--- src/rtl/ysyx_25020047_ifu.sv ---
// Instruction fetch unit: one outstanding imem request, result held for decode under valid/ready.
// Covers misaligned PCs, bus errors, response timeout, flush, and draining late responses.
module ysyx_25020047_ifu #(
    parameter int ADDR_W  = 32,
    parameter int TIMEOUT = 255,
    parameter int CNT_W   = 16
) (
    input  logic              clk,
    input  logic              rst,
    input  logic [ADDR_W-1:0] pc_in,
    input  logic              pc_valid,
    output logic              pc_ready,
    input  logic              flush,
    output logic              imem_req_valid,
    input  logic              imem_req_ready,
    output logic [ADDR_W-1:0] imem_addr,
    input  logic              imem_rsp_valid,
    input  logic [31:0]       imem_rsp_data,
    input  logic              imem_rsp_err,
    output logic [31:0]       inst,
    output logic [ADDR_W-1:0] inst_pc,
    output logic [1:0]        inst_err,
    output logic              inst_valid,
    input  logic              inst_ready
);

    typedef enum logic [1:0] {S_IDLE, S_REQ, S_WAIT, S_OUT} state_e;

    localparam logic [CNT_W-1:0] CNT_LAST = CNT_W'(TIMEOUT - 1);
    localparam logic [CNT_W-1:0] CNT_MAX  = '1;

    state_e            state_q;
    logic              pending_q;
    logic [CNT_W-1:0]  cnt_q;
    logic [31:0]       inst_q;
    logic [ADDR_W-1:0] inst_pc_q;
    logic [ADDR_W-1:0] addr_q;
    logic [1:0]        err_q;
    logic              inst_valid_q;
    logic              req_valid_q;
    logic              req_hs;

    assign req_hs         = (state_q == S_REQ) && req_valid_q && imem_req_ready;
    assign pc_ready       = (state_q == S_IDLE) && !pending_q && !flush;
    assign imem_req_valid = req_valid_q;
    assign imem_addr      = addr_q;
    assign inst           = inst_q;
    assign inst_pc        = inst_pc_q;
    assign inst_err       = err_q;
    assign inst_valid     = inst_valid_q;

    always_ff @(posedge clk or negedge rst) begin
        if (!rst) begin
            state_q      <= S_IDLE;
            pending_q    <= 1'b0;
            cnt_q        <= '0;
            inst_q       <= '0;
            inst_pc_q    <= '0;
            addr_q       <= '0;
            err_q        <= 2'b00;
            inst_valid_q <= 1'b0;
            req_valid_q  <= 1'b0;
        end else begin
            // A handshake completes even under flush; any response retires the outstanding request.
            if (req_hs)
                pending_q <= 1'b1;
            else if (imem_rsp_valid)
                pending_q <= 1'b0;

            if (req_hs)
                cnt_q <= '0;
            else if (state_q == S_WAIT && cnt_q != CNT_MAX)
                cnt_q <= cnt_q + CNT_W'(1);

            if (flush) begin
                state_q      <= S_IDLE;
                inst_valid_q <= 1'b0;
                req_valid_q  <= 1'b0;
            end else begin
                case (state_q)
                    S_IDLE: begin
                        if (pc_valid && pc_ready) begin
                            addr_q    <= pc_in;
                            inst_pc_q <= pc_in;
                            if (pc_in[1:0] != 2'b00) begin
                                inst_q       <= '0;
                                err_q        <= 2'b01;
                                inst_valid_q <= 1'b1;
                                state_q      <= S_OUT;
                            end else begin
                                req_valid_q <= 1'b1;
                                state_q     <= S_REQ;
                            end
                        end
                    end
                    S_REQ: begin
                        if (imem_req_ready) begin
                            req_valid_q <= 1'b0;
                            state_q     <= S_WAIT;
                        end
                    end
                    S_WAIT: begin
                        if (imem_rsp_valid) begin
                            inst_q       <= imem_rsp_data;
                            err_q        <= imem_rsp_err ? 2'b10 : 2'b00;
                            inst_valid_q <= 1'b1;
                            state_q      <= S_OUT;
                        end else if (cnt_q == CNT_LAST) begin
                            inst_q       <= '0;
                            err_q        <= 2'b11;
                            inst_valid_q <= 1'b1;
                            state_q      <= S_OUT;
                        end
                    end
                    S_OUT: begin
                        if (inst_ready) begin
                            inst_valid_q <= 1'b0;
                            state_q      <= S_IDLE;
                        end
                    end
                    default: state_q <= S_IDLE;
                endcase
            end
        end
    end

endmodule

--- config.mk ---
export PLATFORM = sky130hd
export DESIGN_NAME = ysyx_25020047_ifu
export DESIGN_NICKNAME = d
export VERILOG_FILES = /design/src/rtl/ysyx_25020047_ifu.sv
export SDC_FILE = /design/constraint.sdc
export NUM_CORES = 1
export LEC_CHECK = 0
export ABC_CLOCK_PERIOD_IN_PS = 5840
export BUFFER_PORTS_ARGS = -buffer_cell sky130_fd_sc_hd__buf_2
export CAP_MARGIN = 15
export CORE_MARGIN = 4
export CORE_UTILIZATION = 52
export CTS_CLUSTER_SIZE = 12
export DETAILED_ROUTE_END_ITERATION = 12
export HOLD_SLACK_MARGIN = 0.1
export PLACE_DENSITY_LB_ADDON = 0.3
export RECOVER_POWER = 25
export SLEW_MARGIN = 0
export SYNTH_ARGS = -nofsm -noshare
export SYNTH_HDL_FRONTEND = slang
export SYNTH_SLANG_ARGS = --single-unit
--- constraint.sdc ---
create_clock -name clk -period 5.84 [get_ports clk]
set_clock_uncertainty 0.05 [all_clocks]
set_input_delay 1.46 -clock clk [delete_from_list [all_inputs] [get_ports clk]]
set_output_delay 1.46 -clock clk [all_outputs]
set_load 0.005 [all_outputs]
Yosys cells after proc, flatten, opt, wreduce, memory -nomap -nowiden
Index checks and enable logic that the tools add are counted.

Output and inout port bits: 101. Input port bits: 72. Logic and storage cells: 78. Register bits after elaboration: 87.

Bitwise logic cells: 1. Add/subtract/negate cells: 1. Equal/unequal tests: 14. Reductions and logical operators: 20. Mux-type cells: 34.

Operators by type and width (count): 32-bit 2-to-1 mux (4); 32-bit one-hot mux with 2 select lines (1); 16-bit 2-to-1 mux (2); 2-bit 2-to-1 mux (11); 16-bit by 1-bit adder with 16-bit output, second input constant (1); 16-bit by 8-bit equality test with 1-bit output, second input constant (1); 16-bit != test, second input constant (1); 1-bit 2-to-1 mux (12); 5-bit AND reduction (2); 3-bit by 2-bit != test with 1-bit output, second input constant (3); 3-bit != test, second input constant (3); 2-bit one-hot mux with 4 select lines (1); 4-bit AND reduction (2); 2-bit nonzero test (4); 1-bit logical AND (6); 2-bit equality test, second input constant (2); 2-bit by 1-bit != test with 1-bit output, second input constant (2); 4-bit by 3-bit != test with 1-bit output, second input constant (1); 2-bit one-hot mux with 2 select lines (1); 4-bit nonzero test (1); 1-bit one-hot mux with 3 select lines (1); 3-bit AND reduction (1); 3-bit nonzero test (1); 2-bit by 1-bit equality test with 1-bit output, second input constant (1); other kinds (4) (5).

Depth between registers and ports, before layout
Gate-level depths: netlist of the first run.

Word-level depth: 7. Mapped depth: 10. Mapped depth without buffers: 7.

Least setup slack after synthesis of the first run
No wires, ideal clock.

Path type: input port to output port. From: input flush. To: output pc_ready. Slack: 2.462 ns. Cell stages on the path: 2. Data arrival time: 1.868 ns. Buffers on the path: 1. Data required time: 4.330 ns. Path through: clkbuf_1 > nor3b_1.

Longest elaborated chain between the ends: 2.

RTL lines: from (decl) (line 13) `input logic flush,`; 1-bit logical NOT (line 44) `assign pc_ready = (state_q == S_IDLE) && !pending_q && !flush;`; 1-bit logical AND (line 44); to (decl) (line 12) `output logic pc_ready,`.

No other way between the ends.

Worst setup path in the final report of the first run
Ends and elaborated chain as after synthesis.

==> impl_metrics.env, run 1 <==
export IMPL_period_needed_ns=3.46
export IMPL_power_density_mw_per_mm2=518
export IMPL_slowest_delay_ns=0.19
export IMPL_fp_row_count=31
export IMPL_rsz0062_at_grt="no"
export IMPL_tns_ns=0
export IMPL_netlist_area_mm2=0.00405
export IMPL_core_area_mm2=0.00741
export IMPL_worst_path_buf_inv=2
export IMPL_cp_slowest_cell="nor3b_1"
export IMPL_nFillCells=581
export IMPL_clock_path_buffers=2
export IMPL_fp_dieArea_mm2=0.00927
export IMPL_drv_cap=0
export IMPL_drv_slew=0
export IMPL_yosysUniqueCellTypes=52
export IMPL_instances_no_fill=574
export IMPL_peakVddDrop_mv=0.221
export IMPL_critPathTopFamily="buffers and inverters"
export IMPL_synthArstFlopShare_pct=100
export IMPL_criticalPathCategory="input pin to primary output"
export IMPL_synth_top_area_share_pct=53.8
export IMPL_yosys_warnings=0
export IMPL_timing_fmax_ghz=0.289
export IMPL_route_detailed_drc=0
export IMPL_startpoint_type="input pin"
export IMPL_hold_path_class="flip-flop to flip-flop"
export IMPL_antenna_found_initial=0
export IMPL_fin_nets=549
export IMPL_clk_pin_slew_ns=0.09
export IMPL_drt_iter0_markers=104
export IMPL_wl_per_cell_um=16.4
export IMPL_fin_ws_ns=2.38
export IMPL_cts_buffers_inserted=9
export IMPL_synth_edf_count=0
export IMPL_grt_use_total_pct=20.0
export IMPL_root_buffer="clkbuf_8"
export IMPL_postCtsSetupBuffers=0
export IMPL_dp_slack_ns=1.93
export IMPL_crit_path_max_fanout=11
export IMPL_die_h_um=96.3
export IMPL_worst_pin_slew_ns=1.35
export IMPL_hpwl_um=6900
export IMPL_outcome="complete, no violations"
export IMPL_cp_end_kind="primary output"
export IMPL_path_cells="buf_2 > nor3b_1 > buf_2"
export IMPL_drt_total_wl_um=9430
export IMPL_grt_max_degree=88
export IMPL_fin_crit_sh_pct=59.3
export IMPL_ctsHoldBuffers=0
export IMPL_setup_violations=0
export IMPL_synth_ff_type="dfrtp_1"
export IMPL_drive_above_1_share_pct=48.6
export IMPL_first_global_vias=2941
export IMPL_synth_ff_latch_count=87
export IMPL_synth_top_area_cell="dfrtp_1"
export IMPL_cp_common_cell="buf_2"
export IMPL_crit_required_ns=4.33
export IMPL_arrival_ns=1.95
export IMPL_grt_pass1_wl_um=14100
export IMPL_synthCells=330
export IMPL_hold_violations=0
export IMPL_power_leakage_nw=2.49
export IMPL_clock_sinks=87
export IMPL_ys_seq_area_share_pct=53.8
export IMPL_cts_resized=0
export IMPL_synthTopCellsByArea="dfrtp_1 54%, mux2_2 8.9%, a22o_1 6.9%, buf_4 6.5%, ha_1 2.2%"
export IMPL_antenna_cells=0
export IMPL_io_pins=173
export IMPL_syn_nets=409
export IMPL_drtAntennaViolNets=0
export IMPL_areaGrowthSynthToFinish_pct=22.2
export IMPL_cts_htree_levels=3
export IMPL_synth_most_common_cell="dfrtp_1"
export IMPL_clock_latency_ns=0.37
export IMPL_syn_avg_cell_area_um2=12.3
export IMPL_max_slew_margin_pct=9.85
export IMPL_die_x_um=96.3
export IMPL_dp_cells=556
export IMPL_initial_core_util_pct=54.7
export IMPL_io_buffers=172
export IMPL_vias_per_cell=5.34
export IMPL_cts_tree="yes"
export IMPL_place_congestion=0.874
export IMPL_grt_ovfl_total=0
export IMPL_vias=3066
export IMPL_drt_pass1_iter_count=4
export IMPL_synth_commonest_cells="87 x dfrtp_1, 35 x buf_4, 32 x a22o_1, 32 x mux2_2, 22 x nor2_1"
-- stage by stage --
step / total power, W / instance area (µm²) / hold slack (ns) / util [%]
finish: 0.00257 / 4950 / 0.451 / 66.8
global route: 0.00276 / 4950 / 0.469 / 66.8
CTS: 0.00259 / 4910 / 0.456 / 66.3
detailed placement: 0.00217 / 4710 / 0.430 / 63.6
global placement: 0.00213 / 4710 / 0.432 / 63.6
floorplan: 0.00182 / 4050 / 0.432 / -
-- report_power, final --
part | total (W) | switching [W] | internal, W | leakage, nW
clock | 0.000412 | 0.000244 | 0.000168 | 0.0981
combinational | 0.00102 | 0.000462 | 0.000562 | 1.32
sequential | 0.00113 | 0.000237 | 0.000893 | 1.08
-- sequential cells by signal, summed over array words and instances, names as in the netlist --
name,flops
cnt_q,16
imem_req_valid,1
inst_err,2
imem_addr,32
inst,32
state_q,2
inst_valid,1
pending_q,1
-- cells in the final DEF, fill, tap and decap left out, drive strengths merged, types with 4 or more instances in the layout --
master	n
clkbuf	10
dfrtp	87
buf	174
xor2	4
a22o	32
nor3	5
a21oi	5
xnor2	8
nand3	8
ha	7
o21ai	6
inv	13
nor2	22
a211oi	4
nand4	4
nand2	11
mux2	33
-- metal layers --
metal / up-vias / GRT usage [%] / wire length, µm / share of wire (%)
met1: 1498 / 23.4 / 3650 / 39
met5: - / 0 / 0 / 0
met4: 0 / 8.41 / 133 / 1.4
met2: 124 / 35.5 / 4910 / 52
met3: 9 / 3.99 / 735 / 7.8
li1: 1435 / - / - / -
-- logic make-up (layout without fill, tap and decap cells) --
| family | after synthesis | count (layout) | share of synthesized area [%] |
|---|---|---|---|
| xor gates and xnor gates | 12 | 12 | 2.59 |
| buffers and inverters | 56 | 201 | 9.18 |
| DFF | 87 | 87 | 53.8 |
| muxes | 36 | 36 | 9.92 |
| and+or+nand+nor | 70 | 70 | 9.18 |
| AOI/OAI and AO/OA | 62 | 62 | 13.2 |
| adders and majority gates | 7 | 7 | 2.16 |
-- cell type report --
type                            count  area (µm²)  share of cell area, %
Sequential cell                    87        2180                   44.0
Multi-Input combinational cell    187        1500                   30.3
Timing Repair Buffer              175         910                   18.4
Clock buffer                        9         124                   2.50
Tap cell                           99         124                   2.50
Clock inverter                      7        75.1                   1.52
Inverter                           10        37.5                  0.759
-- worst reg2reg max path, delay by kind of cell, from the launching register on --
family / cells / cell delay [ns]
simple gates: 2 / 0.88
compound gates: 3 / 0.71
buf+inv: 2 / 0.54
fa+ha+maj: 1 / 0.45
flops: 1 / 0.44
-- path summary, 6_finish.rpt --
| kind | startpoint | to | slack (ns) | cells past startpoint |
|---|---|---|---|---|
| max in group asynchronous | rst | imem_addr[11] | 3.49 | 2 |
| hold reg to reg | inst[17] | inst[17] | 0.45 | 1 |
| setup reg to reg | state_q[0] | inst[19] | 2.65 | 8 |
| hold / removal | inst[17] | inst[17] | 0.45 | 1 |
| min in group asynchronous | rst | cnt_q[15] | 1.33 | 1 |
| setup / recovery | flush | pc_ready | 2.38 | 3 |
Note: power is estimated with default switching activity, not from simulation.
==> inputs of run 2 (changes only) <==
ABC_CLOCK_PERIOD_IN_PS = 3300   (was 5840)
CORE_UTILIZATION = 48   (was 52)
clock period = 3.3 ns   (was 5.84 ns; I/O delays follow)
==> run 2 against run 1 <==
The run now ends with capacitance limit, slew limit left. Flip-flop and latch count unchanged. Sequential power up 76%. Via count up 0.13%. Count of clock-buffer cells in the layout up 1. Largest power group unchanged. Highest routed layer unchanged. Hold slack worse by 0.0014 ns.
==> impl_metrics.env, run 2 (same netlist as run 1, synthesis figures left out) <==
export IMPL_fin_nets=552
export IMPL_power_w=0.00461
export IMPL_initial_core_util_pct=49.3
export IMPL_min_delay_start="inst[22]"
export IMPL_antenna_found_initial=0
export IMPL_crit_required_ns=2.42
export IMPL_outcome="finished, violations left"
export IMPL_grt_max_degree=44
export IMPL_timing_fmax_ghz=0.391
export IMPL_place_congestion=0.877
export IMPL_worst_pin_slew_ns=2.21
export IMPL_period_needed_ns=2.56
export IMPL_fp_row_count=33
export IMPL_clk_pin_slew_ns=0.08
export IMPL_grt_ovfl_total=0
export IMPL_fp_dieArea_mm2=0.00997
export IMPL_clock_path_buffers=2
export IMPL_drv_cap=1
export IMPL_drv_slew=44
export IMPL_postCtsSetupBuffers=0
export IMPL_route_detailed_drc=0
export IMPL_r2r_end="cnt_q[15]"
export IMPL_vias=3070
export IMPL_ctsHoldBuffers=0
export IMPL_root_buffer="clkbuf_8"
export IMPL_io_pins=173
export IMPL_r2r_cells=7
export IMPL_grt_pass1_wl_um=14800
export IMPL_clock_sinks=87
export IMPL_holdWs_ns=0.449
export IMPL_cts_tree="yes"
export IMPL_min_to="inst[22]"
export IMPL_vias_per_cell=5.27
export IMPL_arrival_ns=1.69
export IMPL_hold_path_class="flip-flop to flip-flop"
export IMPL_rrSetupSlack_ns=0.90
export IMPL_worstHoldPathCells=1
export IMPL_dp_cells=567
export IMPL_wl_per_cell_um=16.2
export IMPL_cts_resized=0
export IMPL_crit_path_max_fanout=9
export IMPL_power_density_mw_per_mm2=928
export IMPL_first_global_vias=2935
export IMPL_core_area_mm2=0.00822
export IMPL_cp_end_kind="primary output"
export IMPL_criticalPathCategory="flip-flop to primary output"
export IMPL_drt_pass1_iter_count=4
export IMPL_hpwl_um=7130
export IMPL_violations="capacitance limit, slew limit"
export IMPL_die_h_um=99.9
export IMPL_reg2reg_from="state_q[0]"
export IMPL_areaGrowthSynthToFinish_pct=22.7
export IMPL_drive_above_1_share_pct=48.8
export IMPL_drt_iter0_markers=161
export IMPL_die_x_um=99.9
export IMPL_layout_commonest_cell="buf_2"
export IMPL_cts_buffers_inserted=9
export IMPL_hold_violations=0
export IMPL_startpoint_type="flip-flop"
export IMPL_io_buffers=172
export IMPL_antenna_cells=0
export IMPL_drtAntennaViolNets=0
export IMPL_rsz0062_at_grt="no"
export IMPL_power_leakage_nw=2.51
export IMPL_peakVddDrop_mv=0.347
export IMPL_nFillCells=728
export IMPL_drt_total_wl_um=9450
export IMPL_instances_no_fill=582
export IMPL_cts_htree_levels=3
export IMPL_tns_ns=0
export IMPL_clock_latency_ns=0.34
export IMPL_mostFrequentLayoutCells="171 x buf_2, 87 x dfrtp_1, 32 x a22o_1, 32 x mux2_2, 22 x nor2_1"
export IMPL_max_slew_margin_pct=-47.5
export IMPL_setup_violations=0
export IMPL_grt_use_total_pct=18.9
export IMPL_fin_crit_sh_pct=77.6
## run 2: changes by cell type in the layout (fill, tap and decap cells not counted)
cell and delta:
buf_4 +5, inv_8 -3, bufinv_16 +2, clkinv_4 -2
buf_16 -1, buf_8 -1, clkbuf_8 +1, clkinv_2 +1
clkinv_8 -1, inv_6 +1
## run 2: power by group
| part | switching, W | internal (W) | total [W] |
|---|---|---|---|
| Combinational | 0.000822 | 0.000997 | 0.00182 |
| Clock | 0.000364 | 0.000444 | 0.000809 |
| Sequential | 0.000405 | 0.00158 | 0.00199 |
## run 2: layer usage
metal	part of all wire [%]	track usage (%)	vias to the layer above
met5	0	0	-
met3	8.0	3.54	9
li1	-	-	1435
met2	52	31.8	118
met4	1.3	6.83	0
met1	39	24.4	1508
## run 2: worst max-delay path by stage
stage | depth (start not counted) | startpoint | end
4_1_cts | 4 | state_q[0] | pc_ready
3_3_place_gp | 7 | flush | imem_req_valid
6_report | 4 | state_q[0] | pc_ready
3_5_place_dp | 7 | flush | imem_req_valid
5_1_grt | 1 | rst | inst[3]
2_1_floorplan | 2 | flush | pc_ready
## run 2: critical path, stage by stage, from the launching register on
cell	delay [ns]
dfrtp_1	0.43
inv_1	0.14
ha_1	0.41
nor3b_1	0.21
buf_2	0.14
## run 2: final cells by class
type	instances	area (µm²)	share of cell area (%)
Tap cell	105	131	2.64
Clock buffer	10	138	2.77
Sequential cell	87	2180	43.8
Timing Repair Buffer	178	905	18.2
Multi-Input combinational cell	187	1500	30.2
Inverter	10	37.5	0.755
Clock inverter	5	81.3	1.64
## run 2: stage by stage
stage,utilization (%),cell area [µm²],setup WS (ns)
floorplan,-,4050,1.19
global placement,57.9,4760,0.977
detailed placement,57.9,4760,0.948
CTS,60.5,4970,0.732
global route,60.5,4970,0.333
finish,60.5,4970,0.739
==> inputs of run 3 (changes only) <==
ABC_AREA = 1   (was default)
ABC_CLOCK_PERIOD_IN_PS = 2640   (was 3300)
CORE_UTILIZATION = 49   (was 48)
clock period = 2.64 ns   (was 3.3 ns; I/O delays follow)
==> run 3 against run 2 <==
The run now ends clean. Utilization increased by 1.5 points. Critical path type is now flip-flop to flip-flop. Synthesized area increased by 5.9%. Global-route usage grew 0.79 points. Combinational power grew 14%. Hold slack got worse by 0.039 ns.
==> impl_metrics.env, run 3 <==
export IMPL_crit_path_max_fanout=35
export IMPL_synth_top_area_cell="dfrtp_1"
export IMPL_fp_row_count=33
export IMPL_hold_path_class="input pin to asynchronous set/reset pin"
export IMPL_yosys_warnings=0
export IMPL_drt_iter0_markers=134
export IMPL_postCtsSetupBuffers=0
export IMPL_syn_nets=557
export IMPL_initial_core_util_pct=51.2
export IMPL_io_buffers=172
export IMPL_outcome="complete, no violations"
export IMPL_areaGrowthSynthToFinish_pct=21.2
export IMPL_fin_crit_sh_pct=88.6
export IMPL_synth_commonest_cells="150 x nand2_1, 87 x dfrtp_1, 47 x nand3_1, 42 x nor2_1, 36 x buf_4"
export IMPL_synthCells=478
export IMPL_nFillCells=753
export IMPL_power_leakage_nw=2.91
export IMPL_clock_sinks=87
export IMPL_synth_ff_latch_count=87
export IMPL_seq_area_mm2=0.00218
export IMPL_peakVddDrop_mv=0.501
export IMPL_synthSimpleGateAreaFrac_pct=26.1
export IMPL_crit_required_ns=2.84
export IMPL_synthArstFlopShare_pct=100
export IMPL_period_needed_ns=2.34
export IMPL_synth_top_family_by_area="simple AND/OR/NAND/NOR gates"
export IMPL_wl_per_cell_um=14.2
export IMPL_grt_pass1_wl_um=15900
export IMPL_fp_dieArea_mm2=0.0103
export IMPL_drt_pass1_iter_count=5
export IMPL_ctsHoldBuffers=0
export IMPL_synth_edf_count=0
export IMPL_cts_htree_levels=3
export IMPL_die_h_um=102
export IMPL_rsz0062_at_grt="no"
export IMPL_vias_per_cell=5.03
export IMPL_timing_fmax_ghz=0.427
export IMPL_synthAdderAreaFrac_pct=2.04
export IMPL_setup_violations=0
export IMPL_drv_cap=0
export IMPL_place_congestion=0.926
export IMPL_antenna_found_initial=0
export IMPL_yosysUniqueCellTypes=25
export IMPL_startpoint_type="flip-flop"
export IMPL_synth_compound_area_share_pct=1.69
export IMPL_power_density_mw_per_mm2=1010
export IMPL_syn_avg_cell_area_um2=8.97
export IMPL_clk_pin_slew_ns=0.09
export IMPL_cts_buffers_inserted=9
export IMPL_synth_top_area_share_pct=50.8
export IMPL_ys_seq_area_share_pct=50.8
export IMPL_mostFrequentLayoutCells="171 x buf_2, 150 x nand2_1, 87 x dfrtp_1, 47 x nand3_1, 42 x nor2_1"
export IMPL_synthTopCellsByArea="dfrtp_1 51%, nand2_1 13%, mux2_2 8.4%, buf_4 6.3%, nand3_1 5.5%"
export IMPL_grt_use_total_pct=19.7
export IMPL_holdWs_ns=0.410
export IMPL_worst_pin_slew_ns=1.10
export IMPL_antenna_cells=0
export IMPL_drtAntennaViolNets=0
export IMPL_criticalPathCategory="flip-flop to flip-flop"
export IMPL_netlist_area_mm2=0.00429
export IMPL_io_pins=173
export IMPL_core_area_mm2=0.00838
export IMPL_vias=3670
export IMPL_arrival_ns=2.54
export IMPL_cts_resized=0
export IMPL_muxShareOfSynthArea_pct=8.40
export IMPL_root_buffer="clkbuf_8"
export IMPL_die_x_um=102
export IMPL_hold_violations=0
export IMPL_multi_input_area_mm2=0.00167
export IMPL_cts_tree="yes"
export IMPL_fin_nets=699
export IMPL_route_detailed_drc=0
export IMPL_synth_ff_type="dfrtp_1"
export IMPL_first_global_vias=3374
export IMPL_drv_slew=0
export IMPL_tns_ns=0
export IMPL_layout_commonest_cell="buf_2"
export IMPL_synth_xor_xnor_area_share_pct=0.817
export IMPL_grt_max_degree=47
export IMPL_drt_total_wl_um=10400
export IMPL_drive_above_1_share_pct=37.4
export IMPL_grt_ovfl_total=0
export IMPL_synth_most_common_cell="nand2_1"
export IMPL_hpwl_um=8040
export IMPL_cp_end_kind="flip-flop"
export IMPL_clock_latency_ns=0.36
export IMPL_max_slew_margin_pct=26.6
export IMPL_clock_path_buffers=2
==> run 3: cell count changes in the layout (fill, tap and decap cells not counted), sizes merged, moves of 4 or more <==
| cell | previous run | this run |
|---|---|---|
| a211oi | 4 | 0 |
| a22o | 32 | 0 |
| inv | 11 | 26 |
| nand2 | 11 | 152 |
| nand3 | 8 | 48 |
| nand4 | 4 | 12 |
| nor2 | 22 | 44 |
| xnor2 | 8 | 0 |
==> run 3: final cells by class <==
cell class	count	share of cell area, %
Timing Repair Buffer	179	17.5
Inverter	25	1.81
Multi-Input combinational cell	318	32.2
Tap cell	105	2.53
Clock inverter	5	1.23
Clock buffer	11	2.91
Sequential cell	87	41.9
==> run 3: critical path, cell delays in order, from the launching register on <==
cell and delay, ns:
dfrtp_1 0.43, inv_1 0.12, ha_1 0.23, inv_1 0.11, nor2_4 0.11, nand3_2 0.08, nand2_1 0.08, nand2_2 0.09
nor2_8 0.38, nand2_4 0.33, nand2_1 0.15, nand2_1 0.06
==> run 3: power breakdown <==
group          total [W]  internal [W]  switching (W)
logic            0.00207      0.000981        0.00109
registers        0.00220       0.00185       0.000349
clock network   0.000979      0.000496       0.000483
==> run 3: worst paths after layout <==
path,startpoint,to,slack (ns),cells after the start
max in group asynchronous,rst,imem_addr[23],0.47,2
min in group clk,inst[6],inst[6],0.43,2
min reg2reg,inst[6],inst[6],0.43,2
max,state_q[0],inst[23],0.30,11
max reg2reg,state_q[0],inst[23],0.30,11
min,rst,inst[16],0.41,1
==> run 3: kinds of logic (layout without fill, tap and decap cells) <==
logic type                 Yosys count  in the layout
and+or+nand+nor                    261            261
AOI/OAI and AO/OA                   14             14
adders and majority gates            7              7
xor gates and xnor gates             4              4
muxes                               32             32
DFF                                 87             87
buffers and inverters               73            220
==> run 3: routing by layer <==
layer / wire length [µm] / vias up / global-route usage [%]
li1: - / 1786 / -
met1: 4100 / 1723 / 24.2
met3: 886 / 16 / 4.41
met4: 175 / 0 / 7.26
met2: 5240 / 145 / 33.9
met5: 0 / - / 0
==> run 3: through the flow <==
step | std cells | cell area [µm²] | power (W) | setup slack, ns | util, %
after floorplan | 478 | 4290 | 0.00365 | 0.804 | -
final | 730 | 5200 | 0.00524 | 0.300 | 62.0
after global routing | 730 | 5200 | 0.00565 | 0.0326 | 62.0
after detailed placement | 714 | 5000 | 0.00434 | 0.317 | 59.7
after CTS | 730 | 5220 | 0.00532 | 0.301 | 62.3
after global placement | 714 | 5000 | 0.00424 | 0.376 | 59.7
